File: config.mk
export PLATFORM = sky130hd
export DESIGN_NAME = instr_sequencer
export DESIGN_NICKNAME = d
export VERILOG_FILES = /design/src/rtl/instr_sequencer.sv
export SDC_FILE = /design/constraint.sdc
export NUM_CORES = 1
export LEC_CHECK = 0
export ABC_AREA = 0
export BUFFER_PORTS_ARGS = -buffer_cell sky130_fd_sc_hd__buf_2
export CAP_MARGIN = 20
export CORE_ASPECT_RATIO = 0.75
export CORE_MARGIN = 2
export CORE_UTILIZATION = 37
export DETAILED_ROUTE_END_ITERATION = 16
export PLACE_DENSITY = 0.73
export SKIP_CTS_REPAIR_TIMING = 1
export SLEW_MARGIN = 20
export SYNTH_ARGS = -nofsm -noshare
export SYNTH_HDL_FRONTEND = slang
export SYNTH_SLANG_ARGS = --single-unit
File: constraint.sdc
create_clock -name Clock -period 2 [get_ports Clock]
set_input_delay 0.2 -clock Clock [delete_from_list [all_inputs] [get_ports Clock]]
set_output_delay 0.2 -clock Clock [all_outputs]
set_load 0.01 [all_outputs]
File: src/rtl/instr_sequencer.sv
// instr_sequencer: PC owner and valid/ready instruction issuer for the
// 28-bit core; runs NOP delay and JMP locally, resolves BLE via datapath.
// Params : ADDR_WIDTH (PC width), RESET_ADDR (PC after reset),
//          DELAY_WIDTH (NOP delay field width, max 24)
// Clock/Reset          clock, synchronous active-low reset
// iEnable              run permission, only gates FETCH
// iInstruction         ROM data for oAddress (combinational ROM)
// oAddress             registered PC
// oInstruction/oIssueValid/iIssueReady  issue handshake to datapath
// iCondValid/iCondTaken                 BLE outcome, used in BRANCH only
// oBusy                high in DELAY, ISSUE or BRANCH
// Build option: define SEQ_NOP_DELAY_EN to enable NOP delay counting;
// without it every NOP completes in its FETCH cycle.
module instr_sequencer #(
  parameter int unsigned           ADDR_WIDTH  = 16,
  parameter logic [ADDR_WIDTH-1:0] RESET_ADDR  = '0,
  parameter int unsigned           DELAY_WIDTH = 24
) (
  input  logic                  Clock,
  input  logic                  Reset,
  input  logic                  iEnable,
  input  logic [27:0]           iInstruction,
  output logic [ADDR_WIDTH-1:0] oAddress,
  output logic [27:0]           oInstruction,
  output logic                  oIssueValid,
  input  logic                  iIssueReady,
  input  logic                  iCondValid,
  input  logic                  iCondTaken,
  output logic                  oBusy
);

  localparam logic [3:0] OP_NOP = 4'd0;
  localparam logic [3:0] OP_JMP = 4'd4;
  localparam logic [3:0] OP_BLE = 4'd5;

  // The delay field lives in bits [23:0]; wider would overlap the opcode.
  if (DELAY_WIDTH < 1 || DELAY_WIDTH > 24) begin : g_bad_dw
    $error("instr_sequencer: DELAY_WIDTH must be 1..24");
  end

  typedef enum logic [1:0] {
    FETCH,
    DELAY,
    ISSUE,
    BRANCH
  } state_e;

  state_e                state_q;
  logic [ADDR_WIDTH-1:0] pc_q;
  logic [ADDR_WIDTH-1:0] tgt_q;
  logic [27:0]           instr_q;
  logic                  vld_q;

  logic [3:0]            op_w;
  logic [3:0]            iss_op_w;
  logic [ADDR_WIDTH-1:0] tgt_w;
  logic [ADDR_WIDTH-1:0] pc_inc;

  assign op_w     = iInstruction[27:24];
  assign iss_op_w = instr_q[27:24];
  assign tgt_w    = ADDR_WIDTH'(iInstruction[23:16]);
  // Width-truncated add gives the modulo-2^ADDR_WIDTH wrap.
  assign pc_inc   = pc_q + 1'b1;

`ifdef SEQ_NOP_DELAY_EN
  logic [DELAY_WIDTH-1:0] cnt_q;
  logic [DELAY_WIDTH-1:0] dly_w;

  assign dly_w = iInstruction[DELAY_WIDTH-1:0];
`endif

  always_ff @(posedge Clock) begin
    if (!Reset) begin
      state_q <= FETCH;
      pc_q    <= RESET_ADDR;
      tgt_q   <= '0;
      instr_q <= '0;
      vld_q   <= 1'b0;
`ifdef SEQ_NOP_DELAY_EN
      cnt_q   <= '0;
`endif
    end else begin
      unique case (state_q)
        FETCH: begin
          if (iEnable) begin
            unique case (1'b1)
              (op_w == OP_NOP): begin
`ifdef SEQ_NOP_DELAY_EN
                if (dly_w == '0) begin
                  pc_q <= pc_inc;
                end else begin
                  cnt_q   <= dly_w;
                  state_q <= DELAY;
                end
`else
                pc_q <= pc_inc;
`endif
              end
              (op_w == OP_JMP): begin
                pc_q <= tgt_w;
              end
              default: begin
                // BLE target is captured now; the ROM word moves on.
                instr_q <= iInstruction;
                tgt_q   <= tgt_w;
                vld_q   <= 1'b1;
                state_q <= ISSUE;
              end
            endcase
          end
        end
`ifdef SEQ_NOP_DELAY_EN
        DELAY: begin
          cnt_q <= cnt_q - 1'b1;
          if (cnt_q == DELAY_WIDTH'(1)) begin
            pc_q    <= pc_inc;
            state_q <= FETCH;
          end
        end
`endif
        ISSUE: begin
          if (iIssueReady) begin
            vld_q <= 1'b0;
            if (iss_op_w == OP_BLE) begin
              state_q <= BRANCH;
            end else begin
              pc_q    <= pc_inc;
              state_q <= FETCH;
            end
          end
        end
        BRANCH: begin
          if (iCondValid) begin
            pc_q    <= iCondTaken ? tgt_q : pc_inc;
            state_q <= FETCH;
          end
        end
        default: begin
          state_q <= FETCH;
        end
      endcase
    end
  end

  assign oAddress     = pc_q;
  assign oInstruction = instr_q;
  assign oIssueValid  = vld_q;
  assign oBusy        = (state_q != FETCH);

endmodule

Word-level counts from Yosys, hierarchy flattened
Cells that the tools add are included.
W data, S select, Z words.
{"block": "word_totals", "regBits": 55, "latchBits": 0, "ramBits": 0, "mem_bits_ro": 0, "inputBits": 34, "output_inout_bits": 46, "word_cells": 44, "n_memories": 0}
{"block": "op_classes", "add_sub_neg": 1, "multipliers": 0, "n_div": 0, "order_cmp": 0, "n_eq_ne": 10, "n_shift": 0, "n_mux": 17, "n_bitwise": 1, "reduce_logical": 10}
{"cell": "$mux W16", "n": 5}
{"cell": "$pmux W16 S3", "n": 1}
{"cell": "$pmux W16 S2", "n": 1}
{"cell": "$add A16 B1 Y16 const B", "n": 1}
{"cell": "$mux W2", "n": 5}
{"cell": "$ne A2 B2 Y1 const B", "n": 5}
{"cell": "$eq A4 B3 Y1 const B", "n": 2}
{"cell": "$reduce_and A4 Y1", "n": 2}
{"cell": "$pmux W2 S3", "n": 1}
{"cell": "$reduce_and A6 Y1", "n": 1}
{"cell": "$eq A2 B2 Y1 const B", "n": 2}
{"cell": "$logic_not A4 Y1", "n": 1}
{"cell": "$reduce_bool A2 Y1", "n": 2}
{"cell": "$mux W1", "n": 3}
{"cell": "$ne A3 B3 Y1 const B", "n": 1}
{"cell": "$reduce_and A3 Y1", "n": 1}
{"cell": "$reduce_bool A3 Y1", "n": 1}
{"cell": "$logic_not A2 Y1", "n": 1}
{"cell": "$pmux W1 S2", "n": 1}
{"cell": "$reduce_or A2 Y1", "n": 1}
{"cell": "$not A1 Y1", "n": 1}

Logic depth before layout (Yosys ltp)
Gate-level depths: netlist (run 1).
{"block": "logic_depth", "word_depth": 5, "depth_mapped": 7, "mapped_depth_nobuf": 5}

Worst setup path before layout (run 1)
OpenSTA, ideal clock, no wires.
{"block": "synth_path", "path_kind": "register -> register", "from": "reg state_q[0]", "to": "reg pc_q[15], in the netlist oAddress[15]", "setup_ns": 0.069, "arrival_time_ns": 1.798, "required_ns": 1.931, "path_slack_ns": 0.133, "path_stages_with_launch": 7, "path_buffers": 1, "synth_period_minus_slack_ns": 1.867, "cell_sequence": "dfxtp_1 > and2b_1 > a22o_1 > buf_6 > or2_4 > or4_4 > a21oi_2"}
{"block": "synth_via", "elab_chain_len": 3, "word_cells_on_any_way": 11, "cone_classes": "eq/ne: 7; mux: 1; reduce/logical: 3"}
{"element": "from (decl)", "line": "48", "text": "state_e state_q;"}
{"element": "from (signal assigned)", "line": "74", "text": "state_q <= FETCH;"}
{"element": "from (signal assigned)", "line": "107", "text": "state_q <= ISSUE;"}
{"element": "from (signal assigned)", "line": "125", "text": "state_q <= BRANCH;"}
{"element": "$eq A2 B2 Y1 / $logic_not A2 Y1 (equally long branches)", "line": "83", "text": "unique case (state_q)"}
{"element": "$ne A2 B2 Y1 (no source line) (tied with other cells)"}
{"element": "$reduce_and A6 Y1 (no source line)"}
{"element": "to (signal assigned)", "line": "96", "text": "pc_q <= pc_inc;"}
{"element": "to (signal assigned)", "line": "100", "text": "pc_q <= tgt_w;"}
{"element": "to (signal assigned)", "line": "127", "text": "pc_q <= pc_inc;"}
{"element": "to (decl)", "line": "49", "text": "logic [ADDR_WIDTH-1:0] pc_q;"}
Several ways; a longest one is shown, not always the timed one.
A chain may end at the register's enable or synchronous reset.

Worst setup path in the final report (run 1)
Ends and elaborated chain as after synthesis.

==> metrics.md, run 1 <==
| Metric | Value |
|---|---|
| Clk root buf | `clkbuf_8` |
| Post-Syn Nets | `290` |
| Die width | `90.1 um` |
| Max_cap viols | `0` |
| Diodes inserted | `0` |
| Post-synth ARST share | `0%` |
| IO buf count | `79` |
| H-tree depth | `2` |
| Fillers | `563` |
| Layout cells sized above 1 | `31.0%` |
| GPL Wtd Cong | `0.874` |
| Final setup fails | `0` |
| CTS Buf Count | `5` |
| Core area | `5350 um2` |
| Synth Flop Type | `dfxtp_1` |
| #FFs+latches synth | `47` |
| DR WL/cell | `12.9 um` |
| Top cells by area, synth | `dfxtp_1 46%, nand2_1 12%, a21oi_1 9.2%, xnor2_1 3.0%, o21ai_0 2.2%` |
| TritonRoute pass-1 iters | `4` |
| Vias in the first global route | `1898` |
| Final net count | `370` |
| CTS tree | `yes` |
| Commonest cells post-synth | `66 x nand2_1, 47 x dfxtp_1, 38 x a21oi_1, 12 x clkbuf_1, 12 x nor2_1` |
| Post-route minimum period | `1.85 ns` |
| Area Growth Syn to Fin | `28.6%` |
| Clk pin slew, worst setup/hold paths | `0.08 ns` |
| RR Startpoint | `state_q[0]$_SDFFE_PN0P_` |
| Slowest stage delay, CP | `0.51 ns` |
| Final Hold Fails | `0` |
| RSZ-0062 raised after global routing | `false` |
| Post-synth cell types | `47` |
| Slowest CP cell | `or4_4` |
| Yosys warns | `0` |
| Clk_skew | `0.00337 ns` |
| Run status | `complete, no violations` |
| Number of synthesized flops with an enable pin | `0` |
| Period utilization | `92.4%` |
| Number of clock sinks | `47` |
| Initial Utilization | `38.4%` |
| Routed WL | `5320 um` |
| Overall power | `1830 uW` |
| Mapped Avg Cell Area | `8.07 um2` |
| Placement Cell Area | `2560 um2` |
| Initial DRC Count | `104` |
| Critical Path, Cell by Cell | `and2b_1, a22o_1, or2_4, or4_4, a21oi_2` |
| Hold Crit Depth | `3` |
| Overflow after GRT | `0` |
| Die height | `68.6 um` |
| FP Rows | `23` |
| Synth top area share | `45.7%` |
| I/O Pins | `80` |
| Worst Reg-to-Reg Cells | `5` |
| Clk buf depth | `2` |
| Die area | `6180 um2` |
| Critical path capture point type | `flip-flop` |
| Hold_sp | `iInstruction[8]` |
| Critical Path RT | `2.23 ns` |
| Leak | `0.00116 uW` |
| Power Dens Cells | `693 nW/um2` |
| Top-count cell post-synth | `nand2_1` |
| Final setup margin | `0.153 ns` |
| Worst Hold Class | `in -> reg` |
| Worst vdd ir | `0.326 mV` |
| CP startpoint kind | `flip-flop` |
| Detail Placement HPWL | `3850 um` |
| Post-route cell area | `2650 um2` |
| Fmax achieved | `541 MHz` |
| Leading area contributor after synthesis | `dfxtp_1` |
| Post-Syn Instances | `255` |
| Critical Path Fanout Max | `6` |
| Vias after detailed routing | `2085` |
| Largest net degree at the start of global routing | `31` |
| Vias/cell | `5.07` |
| Global-route wire length before repair | `8830 um` |
| Mapped cell area | `2060 um2` |
| Relative slew slack | `59.3%` |
| Clock latency on the worst-skew pair | `0.29 ns` |
| Slew at the pin closest to its max-slew limit | `0.611 ns` |
| Antenna-violating nets left | `0` |
| Worst Path Class, Setup | `reg -> reg` |
| Place WS | `0.126 ns` |
| WP data arrival | `2.08 ns` |
| Fin Setup TNS | `0 ns` |
| GR Util All Layers | `17.8%` |
| Initial antenna violation count | `0` |
| Sequential share of the synthesized area | `45.7%` |
| Max-slew violation count | `0` |
| DRC | `0` |
| CP Launch Point | `state_q[0]$_SDFFE_PN0P_` |
## registers in the layout, summed over array words and instances, names as in the netlist
register / flops
state_q: 2
oInstruction: 28
oIssueValid: 1
oAddress: 16
## cell type report
type	count	area, um2	area share (%)
Inverter	2	7.51	0.284
Timing Repair Buffer	87	468	17.7
Multi-Input combinational cell	192	1050	39.8
Sequential cell	47	941	35.6
Clock inverter	1	5.00	0.189
Tap cell	75	93.8	3.55
Clock buffer	7	76.3	2.89
## critical path, delay by kind of cell (launching register included)
kind,cells,cell delay [ns]
and+or+nand+nor,3,1.02
AOI/OAI and AO/OA,2,0.36
DFF,1,0.40
## per-stage QoR
| step | hold WS, ns | util [%] | cells |
|---|---|---|---|
| 2_1_floorplan | 0.318 | - | 255 |
| 3_3_place_gp | 0.438 | 47.8 | 403 |
| 3_5_place_dp | 0.443 | 47.8 | 403 |
| 4_1_cts | 0.124 | 49.3 | 411 |
| 5_1_grt | 0.123 | 49.4 | 411 |
| 6_report | 0.132 | 49.4 | 411 |
## cells by family after synthesis
family,after synthesis,share of synthesized area (%)
AO/OA/AOI/OAI,69,20.3
adder cells (fa/ha/maj),1,0.608
buffers and inverters,16,3.47
multiplexers,1,0.487
XOR/XNOR,7,2.98
AND/OR/NAND/NOR,114,26.5
flip-flops,47,45.7
## cell usage in the layout (no fill, tap or decap), types with 2 or more instances in the layout
master	n
and4_1	2
and3_1	2
a311oi_1	3
xnor2_1	7
clkbuf_1	2
nand2_1	66
buf_4	7
nor2_1	12
clkbuf_8	5
nand4_1	3
a21oi_1	38
nor3_1	2
a22oi_1	2
dfxtp_1	47
nand3_1	7
a32oi_1	3
o21ai_0	9
a31oi_1	2
buf_2	79
a22o_1	3
nor4_1	5
## per-layer routing
metal | up-vias | track usage, % | part of all wire (%)
li1 | 1055 | - | -
met1 | 950 | 23.0 | 47
met3 | 9 | 5.54 | 8.3
met4 | 0 | 6.15 | 1.4
met5 | - | 0 | 0
met2 | 71 | 28.7 | 43
## power by group
group          switching [uW]  leakage, uW  internal, uW
registers                29.4     0.000384           979
clock network             303    0.0000422           246
logic                     161     0.000729           115
## worst paths after layout
check | end | slack [ns]
worst max-delay path | oAddress[15]$_SDFFE_PN0P_ | 0.15
worst min-delay path | oInstruction[8]$_SDFFE_PN0P_ | 0.13
worst min register to register | oInstruction[11]$_SDFFE_PN0P_ | 0.45
worst max register to register | oAddress[15]$_SDFFE_PN0P_ | 0.15
Note: power is estimated with default switching activity, not from simulation.
==> inputs of run 2 (changes only) <==
--- a/config.mk
+++ b/config.mk
@@ -9,10 +9,13 @@
 export BUFFER_PORTS_ARGS = -buffer_cell sky130_fd_sc_hd__buf_2
 export CAP_MARGIN = 20
+export CELL_PAD_IN_SITES_DETAIL_PLACEMENT = 1
+export CELL_PAD_IN_SITES_GLOBAL_PLACEMENT = 1
 export CORE_ASPECT_RATIO = 0.75
 export CORE_MARGIN = 2
-export CORE_UTILIZATION = 37
+export CORE_UTILIZATION = 31
 export DETAILED_ROUTE_END_ITERATION = 16
-export PLACE_DENSITY = 0.73
+export PLACE_DENSITY = 0.83
 export SKIP_CTS_REPAIR_TIMING = 1
+export SKIP_LAST_GASP = 1
 export SLEW_MARGIN = 20
 export SYNTH_ARGS = -nofsm -noshare
==> constraint.sdc (replaced) <==
create_clock -name Clock -period 2 [get_ports Clock]
set_input_delay 0.4 -clock Clock [delete_from_list [all_inputs] [get_ports Clock]]
set_output_delay 0.4 -clock Clock [all_outputs]
set_load 0.01 [all_outputs]
==> run 2 against run 1 <==
Compared with the run above:
- worst setup slack lost 0.022 ns
- first-iteration DRC count shrank 30%
- utilization shrank 6.5 points
- largest cell class unchanged
==> metrics.md, run 2 (same netlist as run 1, synthesis figures left out) <==
| Metric | Value |
|---|---|
| Area Growth Syn to Fin | `32.4%` |
| Final net count | `375 (+1.4%)` |
| Largest register FFs | `28 (unchanged)` |
| Fillers | `806 (+43%)` |
| Clk_skew | `0.00795 ns (+0.00458 ns)` |
| Fin Setup TNS | `0 ns (unchanged)` |
| Worst Hold End | `oInstruction[5]$_SDFFE_PN0P_` |
| Diodes inserted | `0 (unchanged)` |
| GPL Wtd Cong | `0.794 (-9.1%)` |
| Initial antenna violation count | `0 (unchanged)` |
| Fmax achieved | `535 MHz (-1.2%)` |
| Antenna-violating nets left | `0 (unchanged)` |
| Worst Hold Class | `in -> reg` |
| Overflow after GRT | `0 (unchanged)` |
| Initial Utilization | `32.4% (-6.0 points)` |
| Worst Reg-to-Reg Cells | `5 (unchanged)` |
| CP startpoint kind | `flip-flop` |
| Clk pin slew, worst setup/hold paths | `0.09 ns (about the same)` |
| DRC | `0 (unchanged)` |
| Max-slew violation count | `0 (unchanged)` |
| Period utilization | `93.5% (+1.1 points)` |
| WP data arrival | `2.12 ns (+0.04 ns)` |
| Hold_sp | `iInstruction[5]` |
| Number of clock sinks | `47 (unchanged)` |
| Run status | `complete, no violations` |
| Final setup fails | `0 (unchanged)` |
| Clk buf depth | `2 (unchanged)` |
| Die width | `98.1 um (+8.8%)` |
| FP Rows | `25 (+8.7%)` |
| Power Dens Cells | `745 nW/um2 (+7.5%)` |
| Critical path capture point type | `flip-flop` |
| Die height | `74.5 um (+8.7%)` |
| CTS tree | `yes` |
| TritonRoute pass-1 iters | `4 (unchanged)` |
| Vias after detailed routing | `2145 (+2.9%)` |
| Worst vdd ir | `0.278 mV (-15%)` |
| Leak | `0.00120 uW (+3.7%)` |
| RR Startpoint | `state_q[0]$_SDFFE_PN0P_` |
| Slew at the pin closest to its max-slew limit | `0.450 ns (-0.161 ns)` |
| Most common cell after layout, fill and taps aside | `buf_2` |
| Clk root buf | `clkbuf_8` |
| Initial DRC Count | `73 (-30%)` |
| Clock latency on the worst-skew pair | `0.30 ns (about the same)` |
| Worst r2r dst | `oAddress[15]$_SDFFE_PN0P_` |
| Critical Path Fanout Max | `6 (unchanged)` |
| Largest net degree at the start of global routing | `25 (-19%)` |
| IO buf count | `79 (unchanged)` |
| Critical Path RT | `2.25 ns (+0.02 ns)` |
| Overall power | `2030 uW (+11%)` |
| Max_cap viols | `0 (unchanged)` |
| Most frequent cells in the layout | `79 x buf_2, 66 x nand2_1, 47 x dfxtp_1` |
| H-tree depth | `2 (unchanged)` |
| Vias in the first global route | `2063 (+8.7%)` |
| Die area | `7310 um2 (+18%)` |
| I/O Pins | `80 (unchanged)` |
| Vias/cell | `5.08 (+0.20%)` |
| GR Util All Layers | `17.0% (-0.79 points)` |
| Layout cells sized above 1 | `32.3% (+1.3 points)` |
| Core area | `6350 um2 (+19%)` |
| Post-route minimum period | `1.87 ns (+0.0222 ns)` |
| Final Hold Fails | `0 (unchanged)` |
| Routed WL | `6240 um (+17%)` |
| Global-route wire length before repair | `9950 um (+13%)` |
| CTS Buf Count | `5 (unchanged)` |
| Detail Placement HPWL | `4740 um (+23%)` |
| Worst Path Class, Setup | `reg -> reg` |
| Relative slew slack | `69.6% (+10 points)` |
| RSZ-0062 raised after global routing | `false` |
| Hold Crit Depth | `3 (unchanged)` |
| Flop2flop setup slack | `0.13 ns (-0.02 ns)` |
| DR WL/cell | `14.8 um (+14%)` |
## run 2: area by class of cell
type	count	area (um2)	share of cell area [%]
multi-input combinational	192	1050	38.6
inverter	2	7.51	0.276
timing repair buffer	92	505	18.6
sequential	47	941	34.6
clock inverter	2	35.0	1.29
tap	81	101	3.72
clock buffer	6	82.6	3.03
## run 2: worst max-delay path, stage by stage (launching register included)
cell and delay, ns:
dfxtp_1 0.42, and2b_1 0.23, a22o_1 0.24, or2_4 0.29
or4_4 0.52, a21oi_2 0.13
## run 2: worst max-delay path by stage
stage,from,end,slack (ns),cells past startpoint
after floorplan,iInstruction[27],oAddress[15]$_SDFFE_PN0P_,0.12,5
after global placement,iInstruction[27],oAddress[15]$_SDFFE_PN0P_,0.1,6
after detailed placement,iInstruction[27],oAddress[15]$_SDFFE_PN0P_,0.05,6
after CTS,state_q[0]$_SDFFE_PN0P_,oAddress[15]$_SDFFE_PN0P_,0.13,5
after global routing,oInstruction[26]$_SDFFE_PN0P_,oAddress[6]$_SDFFE_PN0P_,0.04,7
final,state_q[0]$_SDFFE_PN0P_,oAddress[15]$_SDFFE_PN0P_,0.13,5
## run 2: metrics by stage
step	utilization, %	cells	area (um2)	hold slack [ns]	setup slack, ns
finish	42.9	422	2720	0.327	0.131
global route	42.9	422	2720	0.333	0.0399
CTS	42.9	422	2720	0.319	0.133
detailed placement	41.0	414	2610	0.444	0.0501
global placement	41.0	414	2610	0.439	0.100
floorplan	-	255	2060	0.481	0.124
## run 2: routing by layer
metal	GRT usage (%)	vias up	part of all wire [%]
li1	-	1064	-
met1	22.1	1025	48
met2	27.6	51	45
met3	5.17	5	6.1
met4	5.09	0	1.1
met5	0	-	0
## run 2: report_power, final
group	leakage (uW)	internal, uW	switching [uW]
registers	0.000384	979	32.9
logic	0.000752	121	166
clock network	0.0000612	405	323
total	0.00120	1510	522
==> inputs of run 3 (changes only) <==
CORE_ASPECT_RATIO = not set   (was 0.75)
PLACE_DENSITY = not set   (was 0.83)
PLACE_DENSITY_LB_ADDON = 0.1   (was not set)
==> run 3 against run 2 <==
Compared with the run above:
- global-route usage up 1.2 points
- clock power rose by 2%
- design area shrank 1.2%
- worst hold slack lost 0.0063 ns
- non-clock buffer count is 2 lower
- die area is 0.10% lower
- sequential share of layout area up 0.42 points
- cell count shrank 1.4%
- clock skew is 0.0024 ns lower
- count of clock-buffer cells in the layout stayed put
- worst setup slack worse by 0.0065 ns
- critical path depth down 1
- critical endpoint is now oInstruction[16]$_SDFFE_PN0P_
==> metrics.md, run 3 (same netlist as run 1, synthesis figures left out) <==
| Metric | Value |
|---|---|
| Placed cells | `408 (-1.4%)` |
| Slew at the pin closest to its max-slew limit | `0.622 ns (+0.172 ns)` |
| GR Util All Layers | `18.1% (+1.2 points)` |
| WP data arrival | `2.06 ns (-0.06 ns)` |
| Die height | `85.5 um (+15%)` |
| Die area | `7300 um2 (-0.10%)` |
| Antenna-violating nets left | `0 (unchanged)` |
| Clk buf depth | `2 (unchanged)` |
| Overflow after GRT | `0 (unchanged)` |
| DR WL/cell | `14.8 um (about the same)` |
| Clock latency on the worst-skew pair | `0.30 ns (about the same)` |
| Critical Path RT | `2.18 ns (-0.07 ns)` |
| Power Dens Cells | `753 nW/um2 (+1.1%)` |
| Sequential share of power | `49.9% (about the same)` |
| CP startpoint kind | `flip-flop` |
| Diodes inserted | `0 (unchanged)` |
| Comb power frac | `13.6% (-0.6 points)` |
| Global-route wire length before repair | `10500 um (+5.1%)` |
| H-tree depth | `2 (unchanged)` |
| Sw frac | `26.0% (+0.27 points)` |
| Number of clock sinks | `47 (unchanged)` |
| Critical Path Fanout Max | `29 (+23)` |
| Worst vdd ir | `0.304 mV (+9.3%)` |
| TritonRoute pass-1 iters | `4 (unchanged)` |
| Worst Hold Class | `in -> reg` |
| CTS Buf Count | `5 (unchanged)` |
| Post-route minimum period | `1.88 ns (+0.00647 ns)` |
| Clk_skew | `0.00558 ns (-0.00237 ns)` |
| Clk root buf | `clkbuf_8` |
| CP Launch Point | `state_q[1]$_SDFFE_PN0P_` |
| IO buf count | `79 (unchanged)` |
| GPL Wtd Cong | `0.773 (-2.7%)` |
| Routed WL | `6160 um (-1.3%)` |
| Final Non-Filler Cells | `416 (-1.4%)` |
| Largest net degree at the start of global routing | `35 (+40%)` |
| Area Growth Syn to Fin | `30.8%` |
| Max_cap viols | `0 (unchanged)` |
| Final setup fails | `0 (unchanged)` |
| RSZ-0062 raised after global routing | `false` |
| Vias/cell | `5.09 (about the same)` |
| Initial Utilization | `32.2% (-0.18 points)` |
| CTS tree | `yes` |
| Critical path capture point type | `flip-flop` |
| Final Hold Fails | `0 (unchanged)` |
| Core area | `6390 um2 (+0.57%)` |
| Initial DRC Count | `42 (-42%)` |
| Die width | `85.5 um (-13%)` |
| Relative slew slack | `58.5% (-11 points)` |
| Period utilization | `93.8% (+0.32 points)` |
| Vias in the first global route | `2162 (+4.8%)` |
| Most common cell after layout, fill and taps aside | `buf_2` |
| Clk pin slew, worst setup/hold paths | `0.09 ns (about the same)` |
| Fmax achieved | `533 MHz (-0.35%)` |
| Clk network pwr share | `36.5% (+0.6 points)` |
| Pint | `1500 uW (-0.50%)` |
| Vias after detailed routing | `2116 (-1.4%)` |
| Most frequent cells in the layout | `79 x buf_2, 66 x nand2_1, 47 x dfxtp_1` |
| Final net count | `373 (-0.53%)` |
| Worst Path Class, Setup | `reg -> reg` |
| I/O Pins | `80 (unchanged)` |
| Net Switching | `527 uW (+0.89%)` |
| Layout cells sized above 1 | `31.9% (-0.40 points)` |
| Detail Placement HPWL | `4450 um (-6.0%)` |
| Run status | `complete, no violations` |
| Max-slew violation count | `0 (unchanged)` |
| FP Rows | `29 (+16%)` |
| Largest register FFs | `28 (unchanged)` |
| Initial antenna violation count | `0 (unchanged)` |
| RR Startpoint | `state_q[1]$_SDFFE_PN0P_` |
| Fin Setup TNS | `0 ns (unchanged)` |
| DRC | `0 (unchanged)` |
| Hold_sp | `iInstruction[0]` |
| Leak | `0.00118 uW (-1.2%)` |
## run 3: cell type report
type,count,area [um2]
fillers,845,3700
clock inverters,2,35.0
inverters,2,7.51
well taps,77,96.3
multi-input cells,192,1050
repair buffers,90,478
clock buffers,6,82.6
flip-flops and latches,47,941
## run 3: path summary, 6_finish.rpt
kind	end	slack, ns	depth (start not counted)
worst min-delay path	oInstruction[0]$_SDFFE_PN0P_	0.32	3
worst max-delay path	oInstruction[16]$_SDFFE_PN0P_	0.12	4
worst max register to register	oInstruction[16]$_SDFFE_PN0P_	0.12	4
worst min register to register	oInstruction[8]$_SDFFE_PN0P_	0.46	2
## run 3: power by group through the flow
stage	clock network, uW	registers, uW	logic [uW]
floorplan	0	1050	129
global placement	0	1030	276
detailed placement	0	1030	280
CTS	766	1010	281
global route	805	1020	312
finish	740	1010	275
## run 3: routing by layer
metal / global-route usage (%) / vias to the layer above / share of wire, %
li1: - / 1059 / -
met5: 0 / - / 0
met3: 4.57 / 5 / 5.4
met1: 22.8 / 1003 / 45
met4: 7.50 / 0 / 1.7
met2: 29.5 / 49 / 48
## run 3: worst max-delay path: stages (launching register included)
cell     delay [ns]
dfxtp_1        0.39
or2_2          0.36
or3b_2         0.74
nand2_1        0.17
a21oi_1        0.07
## run 3: stage by stage
step	utilization [%]	setup slack (ns)	power [uW]	hold WS (ns)	instance area, um2
global route	42.1	0.0220	2140	0.324	2690
detailed placement	40.3	0.104	1310	0.445	2570
floorplan	-	0.124	1180	0.481	2060
finish	42.1	0.124	2020	0.321	2690
global placement	40.3	0.128	1310	0.440	2570
CTS	42.1	0.111	2060	0.316	2690
